File: src/rtl/pc_sequencer.sv
// Next-PC controller: owns the program counter and sequences increment, branch,
// jump and call/return (via a small return-address stack) against fetch handshakes.
module pc_sequencer #(
  parameter logic [7:0]  RESET_VECTOR = 8'h00,
  parameter int unsigned STACK_DEPTH  = 4
) (
  input  logic       clk,
  input  logic       rst_n,
  output logic       imem_req,
  output logic [7:0] imem_addr,
  input  logic       imem_ready,
  input  logic       stall,
  input  logic       br_take,
  input  logic [7:0] br_offset,
  input  logic       jmp,
  input  logic       call,
  input  logic       ret,
  input  logic [7:0] jmp_addr,
  input  logic       halt,
  input  logic       resume,
  output logic [7:0] pc,
  output logic       stack_empty,
  output logic       stack_full,
  output logic       err
);

  localparam int unsigned AddrW = 8;
  localparam int unsigned PtrW  = $clog2(STACK_DEPTH + 1);
  localparam int unsigned IdxW  = $clog2(STACK_DEPTH);

  typedef enum logic [1:0] {
    BOOT  = 2'd0,
    FETCH = 2'd1,
    HALT  = 2'd2
  } seqState_e;

  seqState_e        state, stateNext;
  logic [AddrW-1:0] pcQ, pcNext;
  logic [PtrW-1:0]  ptrQ, ptrNext;
  logic             errQ, errNext;
  logic             reqQ, emptyQ, fullQ;
  logic             push;
  logic             advance;
  logic [AddrW-1:0] retAddr;
  logic [AddrW-1:0] stackTop;
  logic [AddrW-1:0] stackMem [STACK_DEPTH];

  assign advance  = imem_ready & ~stall & ~halt;
  assign retAddr  = pcQ + AddrW'(1);
  assign stackTop = stackMem[IdxW'(ptrQ - PtrW'(1))];

  // Next state, next PC and stack pointer; control inputs only matter on advance.
  always_comb begin
    stateNext = state;
    pcNext    = pcQ;
    ptrNext   = ptrQ;
    errNext   = errQ;
    push      = 1'b0;
    case (state)
      BOOT: stateNext = FETCH;
      FETCH: begin
        if (halt) begin
          stateNext = HALT;
        end else if (advance) begin
          if (ret) begin
            if (ptrQ != PtrW'(0)) begin
              pcNext  = stackTop;
              ptrNext = ptrQ - PtrW'(1);
            end else begin
              errNext   = 1'b1;
              stateNext = HALT;
            end
          end else if (call) begin
            if (ptrQ != PtrW'(STACK_DEPTH)) begin
              push    = 1'b1;
              pcNext  = jmp_addr;
              ptrNext = ptrQ + PtrW'(1);
            end else begin
              errNext   = 1'b1;
              stateNext = HALT;
            end
          end else if (jmp) begin
            pcNext = jmp_addr;
          end else if (br_take) begin
            pcNext = pcQ + br_offset;
          end else begin
            pcNext = retAddr;
          end
        end
      end
      HALT: begin
        if (resume && !errQ) stateNext = FETCH;
      end
      default: stateNext = BOOT;
    endcase
  end

  // Flags are registered from next-state values so they move with the PC.
  always_ff @(posedge clk or negedge rst_n) begin
    if (!rst_n) begin
      state  <= BOOT;
      pcQ    <= RESET_VECTOR;
      ptrQ   <= '0;
      errQ   <= 1'b0;
      reqQ   <= 1'b0;
      emptyQ <= 1'b1;
      fullQ  <= 1'b0;
    end else begin
      state  <= stateNext;
      pcQ    <= pcNext;
      ptrQ   <= ptrNext;
      errQ   <= errNext;
      reqQ   <= (stateNext == FETCH);
      emptyQ <= (ptrNext == PtrW'(0));
      fullQ  <= (ptrNext == PtrW'(STACK_DEPTH));
    end
  end

  always_ff @(posedge clk) begin
    if (push) stackMem[IdxW'(ptrQ)] <= retAddr;
  end

  assign imem_req    = reqQ;
  assign imem_addr   = pcQ;
  assign pc          = pcQ;
  assign stack_empty = emptyQ;
  assign stack_full  = fullQ;
  assign err         = errQ;

endmodule

File: config.mk
export PLATFORM = sky130hd
export DESIGN_NAME = pc_sequencer
export DESIGN_NICKNAME = d
export VERILOG_FILES = /design/src/rtl/pc_sequencer.sv
export SDC_FILE = /design/constraint.sdc
export NUM_CORES = 1
export LEC_CHECK = 0
export BUFFER_PORTS_ARGS = -buffer_cell sky130_fd_sc_hd__clkbuf_2
export CAP_MARGIN = 20
export CORE_MARGIN = 4
export CORE_UTILIZATION = 50
export CTS_BUF_LIST = sky130_fd_sc_hd__clkbuf_2
export DETAILED_ROUTE_END_ITERATION = 6
export GPL_ROUTABILITY_DRIVEN = 0
export PLACE_DENSITY = 0.73
export SETUP_SLACK_MARGIN = 0.02
export SLEW_MARGIN = 40
export SYNTH_ARGS = -nofsm -noshare
export SYNTH_HDL_FRONTEND = slang
export SYNTH_SLANG_ARGS = --single-unit
File: constraint.sdc
create_clock -name clk -period 4.64 [get_ports clk]
set_clock_uncertainty 0.1 [all_clocks]
set_input_delay 0.928 -clock clk [delete_from_list [all_inputs] [get_ports clk]]
set_output_delay 0.928 -clock clk [all_outputs]
set_load 0.005 [all_outputs]
# Word-level counts from Yosys, hierarchy flattened
# Memories as Yosys holds them, arrays and structs flattened.
# Cells that the tools add are included.
dict set report classes {
  n_eq_ne 9
  muxes 33
  reduce_logical 8
  n_bitwise 4
  shifts 0
  add_sub_neg 4
  mul 0
  n_div 0
  n_lt_le_gt_ge 0
}
# op count
set op_table {}
lappend op_table {{$mux 8} 6}
lappend op_table {{$mux 3} 7}
lappend op_table {{$mux 2} 7}
lappend op_table {{$mux 1} 12}
lappend op_table {{$add 8x1->8 const B} 1}
lappend op_table {{$add 8x8->8} 1}
lappend op_table {{$pmux 2 s3} 1}
lappend op_table {{$reduce_and 6->1} 1}
lappend op_table {{$reduce_and 5->1} 1}
lappend op_table {{$eq 2x1->1 const B} 2}
lappend op_table {{$ne 2x2->1 const B} 2}
lappend op_table {{$add 3x1->3 const B} 1}
lappend op_table {{$eq 3x3->1 const B} 1}
lappend op_table {{$logic_not 3->1} 1}
lappend op_table {{$ne 3x1->1 const B} 1}
lappend op_table {{$ne 3x3->1 const B} 1}
lappend op_table {{$reduce_bool 3->1} 1}
lappend op_table {{$sub 3x1->3 const B} 1}
lappend op_table {{$and 1x1->1} 2}
lappend op_table {{$eq 2x2->1 const B} 1}
lappend op_table {{$logic_not 2->1} 1}
lappend op_table {{$ne 2x1->1 const B} 1}
lappend op_table {{$not 1->1} 2}
lappend op_table {{$reduce_bool 2->1} 1}
lappend op_table {{other kinds (2)} 2}
dict set report totals {
  input_bits 26
  register_bits 17
  mem_bits_rw 32
  latch_bits 0
  wordCells 66
  romBits 0
  n_memories 1
  output_inout_bits 20
}
# memory words width read_ports rd_ports_with_merged_regs wr line_no
set memory_table {}
lappend memory_table {stackMem 4 8 1 0 1 46} ;# logic [AddrW-1:0] stackMem [STACK_DEPTH];

# Logic depth before layout (Yosys ltp)
# Gate-level depths: netlist of run 1.
dict set report logic_depth {
  depth_word 9
  depth_mapped 9
  mapped_depth_nobuf 8
}

# Worst setup path before layout of run 1
# Ideal clock, no wire load.
dict set report synth_path {
  kind {in2reg}
  from {input port halt}
  to {memory stackMem[0][0] (enable)}
  t_required_ns 4.145
  stages 3
  n_path_buf 0
  setup_time_ns 0.395
  setup_slack_ns 1.896
  arrival_time_ns 2.250
  path_cell_list {nand4bb_4 > nand2b_4 > nor4_1}
}
dict set report synth_between {
  elab_chain_cells 7
}
# element line_no
set synth_lines {}
lappend synth_lines {{start, declared} 19} ;# input logic halt,
lappend synth_lines {{$not 1->1 (no line)} -}
lappend synth_lines {{$and 1x1->1} 48} ;# assign advance = imem_ready & ~stall & ~halt;
lappend synth_lines {{$mux 1} 64} ;# end else if (advance) begin
lappend synth_lines {{$mux 1 *} 62} ;# if (halt) begin
lappend synth_lines {{$mux 1 *} 59} ;# case (state)
lappend synth_lines {{$mux 1 *} 120} ;# if (push) stackMem[IdxW'(ptrQ)] <= retAddr;
lappend synth_lines {{$mux 1 (not written as such) *} 120}
lappend synth_lines {{end, declared} 46}
# Every way passes the cells marked *; elsewhere a longest branch is shown, timed or not.

# Final worst setup path of run 1
dict set report layout_path {
  from {register ptrQ[0]}
  to {register pcQ[7], in the netlist imem_addr[7]}
}
dict set report layout_between {
  elab_chain_cells 4
  elab_cells_between_ends 9
  classes_between {1 x add/sub; 3 x eq/ne; 2 x mux; 2 x reduce/logical; 1 x memory}
}
# element line_no
set layout_lines {}
lappend layout_lines {{start, declared} 39} ;# logic [PtrW-1:0] ptrQ, ptrNext;
lappend layout_lines {{start signal, assigned} 111} ;# ptrQ <= ptrNext;
lappend layout_lines {{$sub 3x1->3} -}
lappend layout_lines {{$mem_v2 4x8} -}
lappend layout_lines {{$mux 8} 66} ;# if (ptrQ != PtrW'(0)) begin
lappend layout_lines {{$mux 8} 65} ;# if (ret) begin
lappend layout_lines {{end signal, assigned} 110} ;# pcQ <= pcNext;
lappend layout_lines {{end, declared} 38} ;# logic [AddrW-1:0] pcQ, pcNext;
# Parallel ways exist; a longest one is shown, timed or not. The select of a mux whose other input is x is not followed.
# A chain may end at the register's enable or synchronous reset.

==> results of run 1 <==
stage by stage:
step | cells | area, µm² | total power [mW] | util [%]
CTS | 352 | 3140 | 1.64 | 56.6
global route | 352 | 3140 | 1.76 | 56.6
detailed placement | 344 | 3080 | 1.44 | 55.6
global placement | 344 | 3080 | 1.43 | 55.6
floorplan | 242 | 2890 | 1.26 | -
finish | 352 | 3140 | 1.64 | 56.6
sequential cells by signal, summed over array words and instances (netlist names):
name / count
err: 1
imem_addr: 8
imem_req: 1
ptrQ: 3
stackMem: 32
stack_empty: 1
stack_full: 1
state: 2
power breakdown:
group          total, mW  internal, mW  switching (mW)
Combinational      0.727         0.330           0.397
Clock              0.201        0.0448           0.156
Sequential         0.715         0.595           0.120
Total               1.64         0.970           0.673
cell usage after synthesis (7+ instances only):
| master | instances | area (µm²) |
|---|---|---|
| nor2_1 | 9 | 33.8 |
| edfxtp_1 | 32 | 961 |
| a211oi_1 | 7 | 52.6 |
| xnor2_1 | 7 | 61.3 |
| inv_1 | 13 | 48.8 |
| buf_4 | 8 | 60.1 |
| dfrtp_1 | 16 | 400 |
| ha_1 | 13 | 163 |
| mux4_1 | 7 | 184 |
| nand2_1 | 17 | 63.8 |
| nand3_1 | 8 | 40.0 |
| and3_1 | 8 | 50.1 |
| a21oi_1 | 11 | 55.1 |
layer usage:
layer	vias up	track usage (%)	routed length [µm]
li1	991	-	-
met1	1038	23.7	2840
met2	42	31.0	3120
met3	7	3.75	242
met4	0	6.14	79
met5	-	0	0
path summary, 6_finish.rpt:
check,start,end,slack [ps],depth (start not counted)
max,ptrQ[0],imem_addr[7],2020,7
min,rst_n,imem_addr[0],290,1
max reg2reg,ptrQ[0],imem_addr[7],2020,7
min reg2reg,err,err,430,1
max in group asynchronous,rst_n,stack_empty,3780,1
min in group clk,err,err,430,1
cell families (layout without fill, tap and decap cells):
family	after synthesis	count (layout)	synth area share, %
AND/OR/NAND/NOR	77	77	15.6
AO/OA/AOI/OAI	53	53	13.1
flip-flops	49	49	48.1
buffers and inverters	30	68	6.28
adder cells (fa/ha/maj)	14	14	6.33
multiplexers	10	10	7.84
XOR/XNOR	9	9	2.73
worst register-to-register path, delay by kind of cell (launching register included):
family / cells / cell delay [ps]
flops: 1 / 740
fa+ha+maj: 1 / 600
mux: 1 / 400
simple gates: 3 / 300
buf+inv: 1 / 210
compound gates: 1 / 210
final cells by class:
| type | count | share of cell area, % |
|---|---|---|
| clock inverters | 3 | 0.918 |
| flip-flops and latches | 49 | 44.3 |
| well taps | 72 | 2.87 |
| inverters | 14 | 1.68 |
| multi-input cells | 163 | 42.1 |
| repair buffers | 46 | 7.42 |
| clock buffers | 5 | 0.798 |
==> results_dict.tcl, run 1 <==
set metrics [dict create \
    synth_area_per_cell_um2 11.9 \
    post_cts_buffers 0 \
    insertion_delay_ps 460 \
    place_ws_ps 1840 \
    routedWlPerCell_um 17.8 \
    finalSetupViolCount 0 \
    syn_inst 242 \
    vias 2078 \
    drt_iter0_drc 101 \
    fp.coreArea_um2 5540 \
    final_common_cell "clkbuf_2" \
    clkSlewWorstSetupHoldPaths_ps 270 \
    fin_ws_ps 2020 \
    grt_pass1_vias 2065 \
    cts_tree "built" \
    die_area_um2 7060 \
    hold_viol_final 0 \
    h-tree-depth 2 \
    hold_class "primary input to async pin" \
    wl_um 6280 \
    grt_pass1_wl_um 10200 \
    crit_type "flip-flop to flip-flop" \
    rows 27 \
    maxSlewHeadroom_pct 48.7 \
    p_leak_nw 1.33 \
    area_growth_pct 8.58 \
    yosysUniqueCellTypes 64 \
    grt_start_max_net_pins 20 \
    nNetsFinal 319 \
    drive_above_1_share_pct 24.3 \
    p_per_area_nw_per_um2 524 \
    grt.total_usage_pct 18.4 \
    overflow 0 \
    vias_per_cell 5.90 \
    crit_buf_inv 1 \
    cp_slowest_stage_delay_ps 740 \
    yosys_most_used_dff "edfxtp_1" \
    cpMaxStageDelayCell "dfrtp_1" \
    ant_nets 0 \
    pin_count 46 \
    diodes 0 \
    cts_hold_buf 0 \
    async_flop_share_pct 34.7 \
    multi_input_area_um2 1320 \
    arrival_ps 2890 \
    drv_slew 0 \
    finalSetupTns_ps 0 \
    start_util_pct 52.1 \
    ff_latch_area_um2 1390 \
    detail_route.drc_violations 0 \
    antenna_found_initial 0 \
    syn-num-nets 282 \
    yosysWarnings 0 \
    place_hpwl_um 4590 \
    clockBufferDepth 2 \
    ys_ff_latch 49 \
    layout_common_cells "clkbuf_2, edfxtp_1, nand2_1" \
    fin_crit_ps 2620 \
    ys_seq_area_share_pct 48.1 \
    holdWs_ps 287 \
    status "completed" \
    dieHeight_um 84.0 \
    syn_area_um2 2890 \
    dr.pass1.iters 4 \
    fill_cells 472 \
    worstPathMaxFanout 11 \
    die_w_um 84.0 \
    tightest_slew_ps 767 \
    required_ps 4920 \
    peakVddDrop_mv 0.229 \
    cts_root_buf "clkbuf_2" \
    max_freq_mhz 382 \
    cts_resized 0 \
    cts.sinks 49 \
    synth-edff-count 32 \
    rsz0062_at_grt "false" \
    period_share_pct 56.4 \
    cp_top_family "flip-flops" \
    worst_setup_path_end_kind "flip-flop" \
    io_buffers 45 \
    cp-start-kind "flip-flop" \
    crit_path_cell_trace "inv_1 -> ha_1 -> mux4_2 -> nor2_2 -> nor3_1 -> a32oi_1 -> nand2_1" \
    maxCapViolations 0 \
    numCtsBuffers 5 \
]
(Power assumes the default switching activity.)
==> run 2: changes to the inputs <==
clock period = 2.55 ns   (was 4.64 ns; I/O delays follow)
==> results_dict.tcl, run 2 (synthesized netlist as in run 1, its figures left out) <==
set metrics [dict create \
    intPower_mw 1.81 \
    power_frac_seq_pct 40.8 \
    drv_slew 0 \
    wl_um 6310 \
    start_util_pct 52.1 \
    insertion_delay_ps 440 \
    ff_latch_area_um2 1390 \
    reg2reg_from "imem_addr[0]" \
    arrival_ps 2500 \
    grt_pass1_wl_um 10500 \
    hold_viol_final 0 \
    clkPwrFrac_pct 11.9 \
    power.switching_mw 1.22 \
    rsz0062_at_grt "false" \
    nNetsFinal 329 \
    drt_iter0_drc 116 \
    grt_start_max_net_pins 19 \
    crit_type "flip-flop to flip-flop" \
    swShare_pct 40.4 \
    layout_common_cells "clkbuf_2, edfxtp_1, nand2_1" \
    drive_above_1_share_pct 26.6 \
    place_hpwl_um 4740 \
    fp.coreArea_um2 5540 \
    antenna_found_initial 0 \
    maxCapViolations 0 \
    cpMaxStageDelayCell "dfrtp_1" \
    hp-start "halt" \
    final_common_cell "clkbuf_2" \
    dieHeight_um 84.0 \
    multi_input_area_um2 1320 \
    routedWlPerCell_um 17.4 \
    dr.pass1.iters 4 \
    tightest_slew_ps 546 \
    rr_worst_depth 8 \
    crit_buf_inv 1 \
    die_area_um2 7060 \
    cp_top_family "simple AND/OR/NAND/NOR gates" \
    fill_cells 487 \
    clkSlewWorstSetupHoldPaths_ps 290 \
    p_per_area_nw_per_um2 943 \
    min_path_cells 3 \
    required_ps 2850 \
    io_buffers 45 \
    die_w_um 84.0 \
    diodes 0 \
    detail_route.drc_violations 0 \
    r2r-end "imem_addr[6]" \
    power_frac_comb_pct 47.2 \
    vias_per_cell 5.80 \
    pin_count 46 \
    finalSetupTns_ps 0 \
    numCtsBuffers 5 \
    grt.total_usage_pct 18.9 \
    ant_nets 0 \
    vias 2099 \
    status "completed" \
    utilization_pct 58.0 \
    worst_setup_path_end_kind "flip-flop" \
    clockBufferDepth 2 \
    largest_reg_flops 32 \
    regMostFlops "stackMem" \
    grt_pass1_vias 2111 \
    crit_path_cell_trace "ha_1 -> inv_1 -> fa_1 -> nor2b_1 -> o31ai_2 -> and3b_1 -> or3_1 -> a41oi_1" \
    maxSlewHeadroom_pct 63.3 \
    worstPathMaxFanout 3 \
    cts.sinks 49 \
    hold_class "primary input to flip-flop" \
    area_growth_pct 11.3 \
    cts_tree "built" \
    h-tree-depth 2 \
    max_freq_mhz 454 \
    cp_slowest_stage_delay_ps 430 \
    min_to "state[1]" \
    p_leak_nw 1.38 \
    finalSetupViolCount 0 \
    period_share_pct 86.4 \
    cp-start-kind "flip-flop" \
    overflow 0 \
    peakVddDrop_mv 0.386 \
    cts_resized 0 \
    cts_root_buf "clkbuf_2" \
    fin_crit_ps 2200 \
    rows 27 \
    reg2reg_slack_ps 350 \
]
-- run 2: metal layers --
layer	wire length (µm)	vias up	GRT usage [%]
met4	88	0	6.43
li1	-	1016	-
met5	0	-	0
met1	2890	1029	24.3
met2	3080	48	31.9
met3	255	6	3.85
-- run 2: area by class of cell --
type / count / area share [%]
clock buffers: 5 / 0.779
clock inverters: 3 / 0.896
inverters: 14 / 1.64
multi-input cells: 163 / 41.0
flip-flops and latches: 49 / 43.2
well taps: 72 / 2.80
repair buffers: 56 / 9.66
-- run 2: stage by stage --
stage          total power, mW  std cells  hold slack [ps]  setup slack (ps)  cell area (µm²)
5_1_grt                   3.26        362              242               196             3210
3_3_place_gp              2.63        353              363               210             3150
6_report                  3.03        362              285               346             3210
3_5_place_dp              2.67        353              372               173             3150
2_1_floorplan             2.29        242              114               215             2890
4_1_cts                   3.05        362              253               352             3210
-- run 2: worst max path at each step --
stage | startpoint | cells after the start | end | slack [ps]
2_1_floorplan | ptrQ[0] | 5 | stackMem[0][0] | 220
3_5_place_dp | br_offset[0] | 9 | imem_addr[6] | 170
4_1_cts | imem_addr[0] | 8 | imem_addr[6] | 350
5_1_grt | imem_addr[0] | 8 | imem_addr[6] | 200
3_3_place_gp | br_offset[0] | 9 | imem_addr[6] | 210
6_report | imem_addr[0] | 8 | imem_addr[6] | 350
-- run 2: repair_timing --
item / in CTS / in global routing
hold buffers: 1 / 0
hold endpoints to repair: 16 / 0
setup buffers: 0 / 0
-- run 2: power groups by stage --
| stage | combinational, mW | clock, mW | sequential, mW |
|---|---|---|---|
| after floorplan | 1.04 | 0 | 1.25 |
| after global placement | 1.39 | 0 | 1.24 |
| after detailed placement | 1.42 | 0 | 1.25 |
| after CTS | 1.43 | 0.383 | 1.24 |
| after global routing | 1.58 | 0.416 | 1.26 |
| final | 1.43 | 0.362 | 1.24 |
-- run 2: worst reg2reg max path: stages (launching register included) --
cell and delay [ps]:
dfrtp_1 430, ha_1 200, inv_1 70, fa_1 410
nor2b_1 200, o31ai_2 80, and3b_1 170, or3_1 310
a41oi_1 210
==> run 3: changes to the inputs <==
ABC_AREA = 1   (was not set)
PLACE_DENSITY = 0.72   (was 0.73)
==> results_dict.tcl, run 3 <==
set metrics [dict create \
    status "completed" \
    power.switching_mw 1.44 \
    ys_ff_latch 49 \
    dr.pass1.iters 4 \
    yosys_most_used_dff "edfxtp_1" \
    synth-edff-count 32 \
    yosysUniqueCellTypes 32 \
    diodes 0 \
    arrival_ps 2410 \
    intPower_mw 1.76 \
    cts.sinks 49 \
    h-tree-depth 2 \
    power_frac_seq_pct 38.2 \
    post_cts_buffers 0 \
    wl_um 6500 \
    die_w_um 83.7 \
    synth_area_per_cell_um2 8.42 \
    yosysMostFrequentCell "nand2_1" \
    ys_seq_area_share_pct 48.5 \
    drv_slew 0 \
    place_inst 451 \
    cpMaxStageDelayCell "dfrtp_1" \
    power_frac_comb_pct 51.5 \
    cts_resized 0 \
    layout_common_cells "nand2_1, clkbuf_2, inv_1" \
    fin_ws_ps 433 \
    cts_root_buf "clkbuf_2" \
    fp.coreArea_um2 5540 \
    start_util_pct 51.7 \
    detail_route.drc_violations 0 \
    ant_nets 0 \
    nNetsFinal 427 \
    finalNonFillerCells 460 \
    reg2reg_from "imem_addr[0]" \
    peakVddDrop_mv 0.601 \
    rsz0062_at_grt "false" \
    routedWlPerCell_um 14.1 \
    regMostFlops "stackMem" \
    yosys.area.top_type "edfxtp_1" \
    synth_top_area_share_pct 33.6 \
    yosysWarnings 0 \
    finalSetupTns_ps 0 \
    hold_class "primary input to flip-flop" \
    area_growth_pct 12.0 \
    synth_common_cells "nand2_1, inv_1, nor2_1" \
    hp-start "halt" \
    cp_top_family "simple AND/OR/NAND/NOR gates" \
    grt_start_max_net_pins 20 \
    io_buffers 45 \
    antenna_found_initial 0 \
    async_flop_share_pct 34.7 \
    dieHeight_um 83.7 \
    crit_buf_inv 2 \
    syn_area_um2 2860 \
    max_freq_mhz 472 \
    finalSetupViolCount 0 \
    vias 2394 \
    p_per_area_nw_per_um2 999 \
    syn-num-nets 380 \
    insertion_delay_ps 440 \
    period_share_pct 83.0 \
    drive_above_1_share_pct 20.4 \
    min_to "state[1]" \
    cts_hold_buf 1 \
    grt_pass1_vias 2372 \
    pin_count 46 \
    largest_reg_flops 32 \
    utilization_pct 57.9 \
    p_leak_nw 1.53 \
    crit_path_cell_trace "ha_1 -> inv_1 -> fa_1 -> inv_1 -> nand2_1 -> nand2_1 -> nand2_1 -> or2_2 -> nand3_1 -> nand2_1 -> nand2_1 -> nand3_1 -> nand2_1" \
    rows 27 \
    clkSlewWorstSetupHoldPaths_ps 270 \
    grt.total_usage_pct 19.6 \
    worstPathMaxFanout 6 \
    numCtsBuffers 5 \
    overflow 0 \
    drt_iter0_drc 136 \
    required_ps 2850 \
    worst_setup_path_end_kind "flip-flop" \
    grt_pass1_wl_um 11100 \
    cp_slowest_stage_delay_ps 510 \
    r2r-end "imem_addr[4]" \
    maxSlewHeadroom_pct 68.6 \
    power_mw 3.20 \
    cp-start-kind "flip-flop" \
    tightest_slew_ps 472 \
    crit_top_cell "nand2_1" \
    swShare_pct 44.9 \
    maxCapViolations 0 \
    final_common_cell "nand2_1" \
    vias_per_cell 5.20 \
    syn_inst 340 \
    fin_crit_ps 2120 \
    reg2reg_slack_ps 430 \
    die_area_um2 7000 \
    rr_worst_depth 13 \
    cts_tree "built" \
    min_path_cells 3 \
    hold_viol_final 0 \
    place_ws_ps 409 \
    crit_type "flip-flop to flip-flop" \
    clkPwrFrac_pct 10.3 \
    place_hpwl_um 4910 \
    clockBufferDepth 2 \
    synth_area_leaders "edfxtp_1, dfrtp_1, nand2_1" \
]
==> run 3: cell types whose count changed after synthesis, sizes merged, moves of 5 or more <==
cell	before	now
mux4	8	0
nand2	18	87
o21ai	6	34
nand3	8	22
a211oi	7	0
and3	8	1
nor2	12	36
nor3	6	1
xnor2	7	2
inv	13	43
nor4	6	0
==> run 3: cells by family after synthesis <==
kind of cell | share of synthesized area, %
xor+xnor | 1.53
buf+inv | 9.00
simple gates | 22.7
compound gates | 11.9
flops | 48.5
fa+ha+maj | 6.38
==> run 3: worst reg2reg max path: cells and delay by family, from the launching register on <==
kind | cells | cell delay, ps
buffers and inverters | 2 | 150
adders and majority gates | 2 | 570
and+or+nand+nor | 9 | 750
DFF | 1 | 510
==> run 3: worst max path at each step <==
stage	end	from	slack [ps]	cells after the start
2_1_floorplan	stackMem[0][0]	ptrQ[0]	270	6
3_3_place_gp	imem_addr[4]	br_offset[0]	430	14
3_5_place_dp	imem_addr[4]	br_offset[0]	410	14
4_1_cts	imem_addr[4]	imem_addr[0]	440	13
5_1_grt	imem_addr[4]	imem_addr[0]	210	13
6_report	imem_addr[4]	imem_addr[0]	430	13
==> run 3: layout make-up <==
| class | count | area [µm²] |
|---|---|---|
| fillers | 512 | 2330 |
| flip-flops and latches | 49 | 1390 |
| multi-input cells | 233 | 1220 |
| repair buffers | 55 | 303 |
| inverters | 43 | 161 |
| well taps | 72 | 90.1 |
| clock buffers | 5 | 25.0 |
| clock inverters | 3 | 21.3 |
==> run 3: per-stage QoR <==
step / hold slack (ps) / instance area (µm²)
3_3_place_gp: 375 / 3150
6_report: 269 / 3210
4_1_cts: 243 / 3210
2_1_floorplan: 114 / 2860
3_5_place_dp: 388 / 3150
5_1_grt: 248 / 3210
==> run 3: power by group through the flow <==
stage,sequential (mW),clock [mW],combinational [mW]
after floorplan,1.22,0,1.17
after detailed placement,1.24,0,1.65
after global placement,1.23,0,1.60
final,1.22,0.330,1.65
after CTS,1.22,0.340,1.66
after global routing,1.26,0.376,1.88
==> run 3: layer usage <==
layer	wire length, µm	global-route usage (%)	vias up
met5	0	0	-
met3	279	3.36	10
met1	2910	25.1	1113
li1	-	-	1209
met2	3230	33.8	62
met4	85	5.99	0
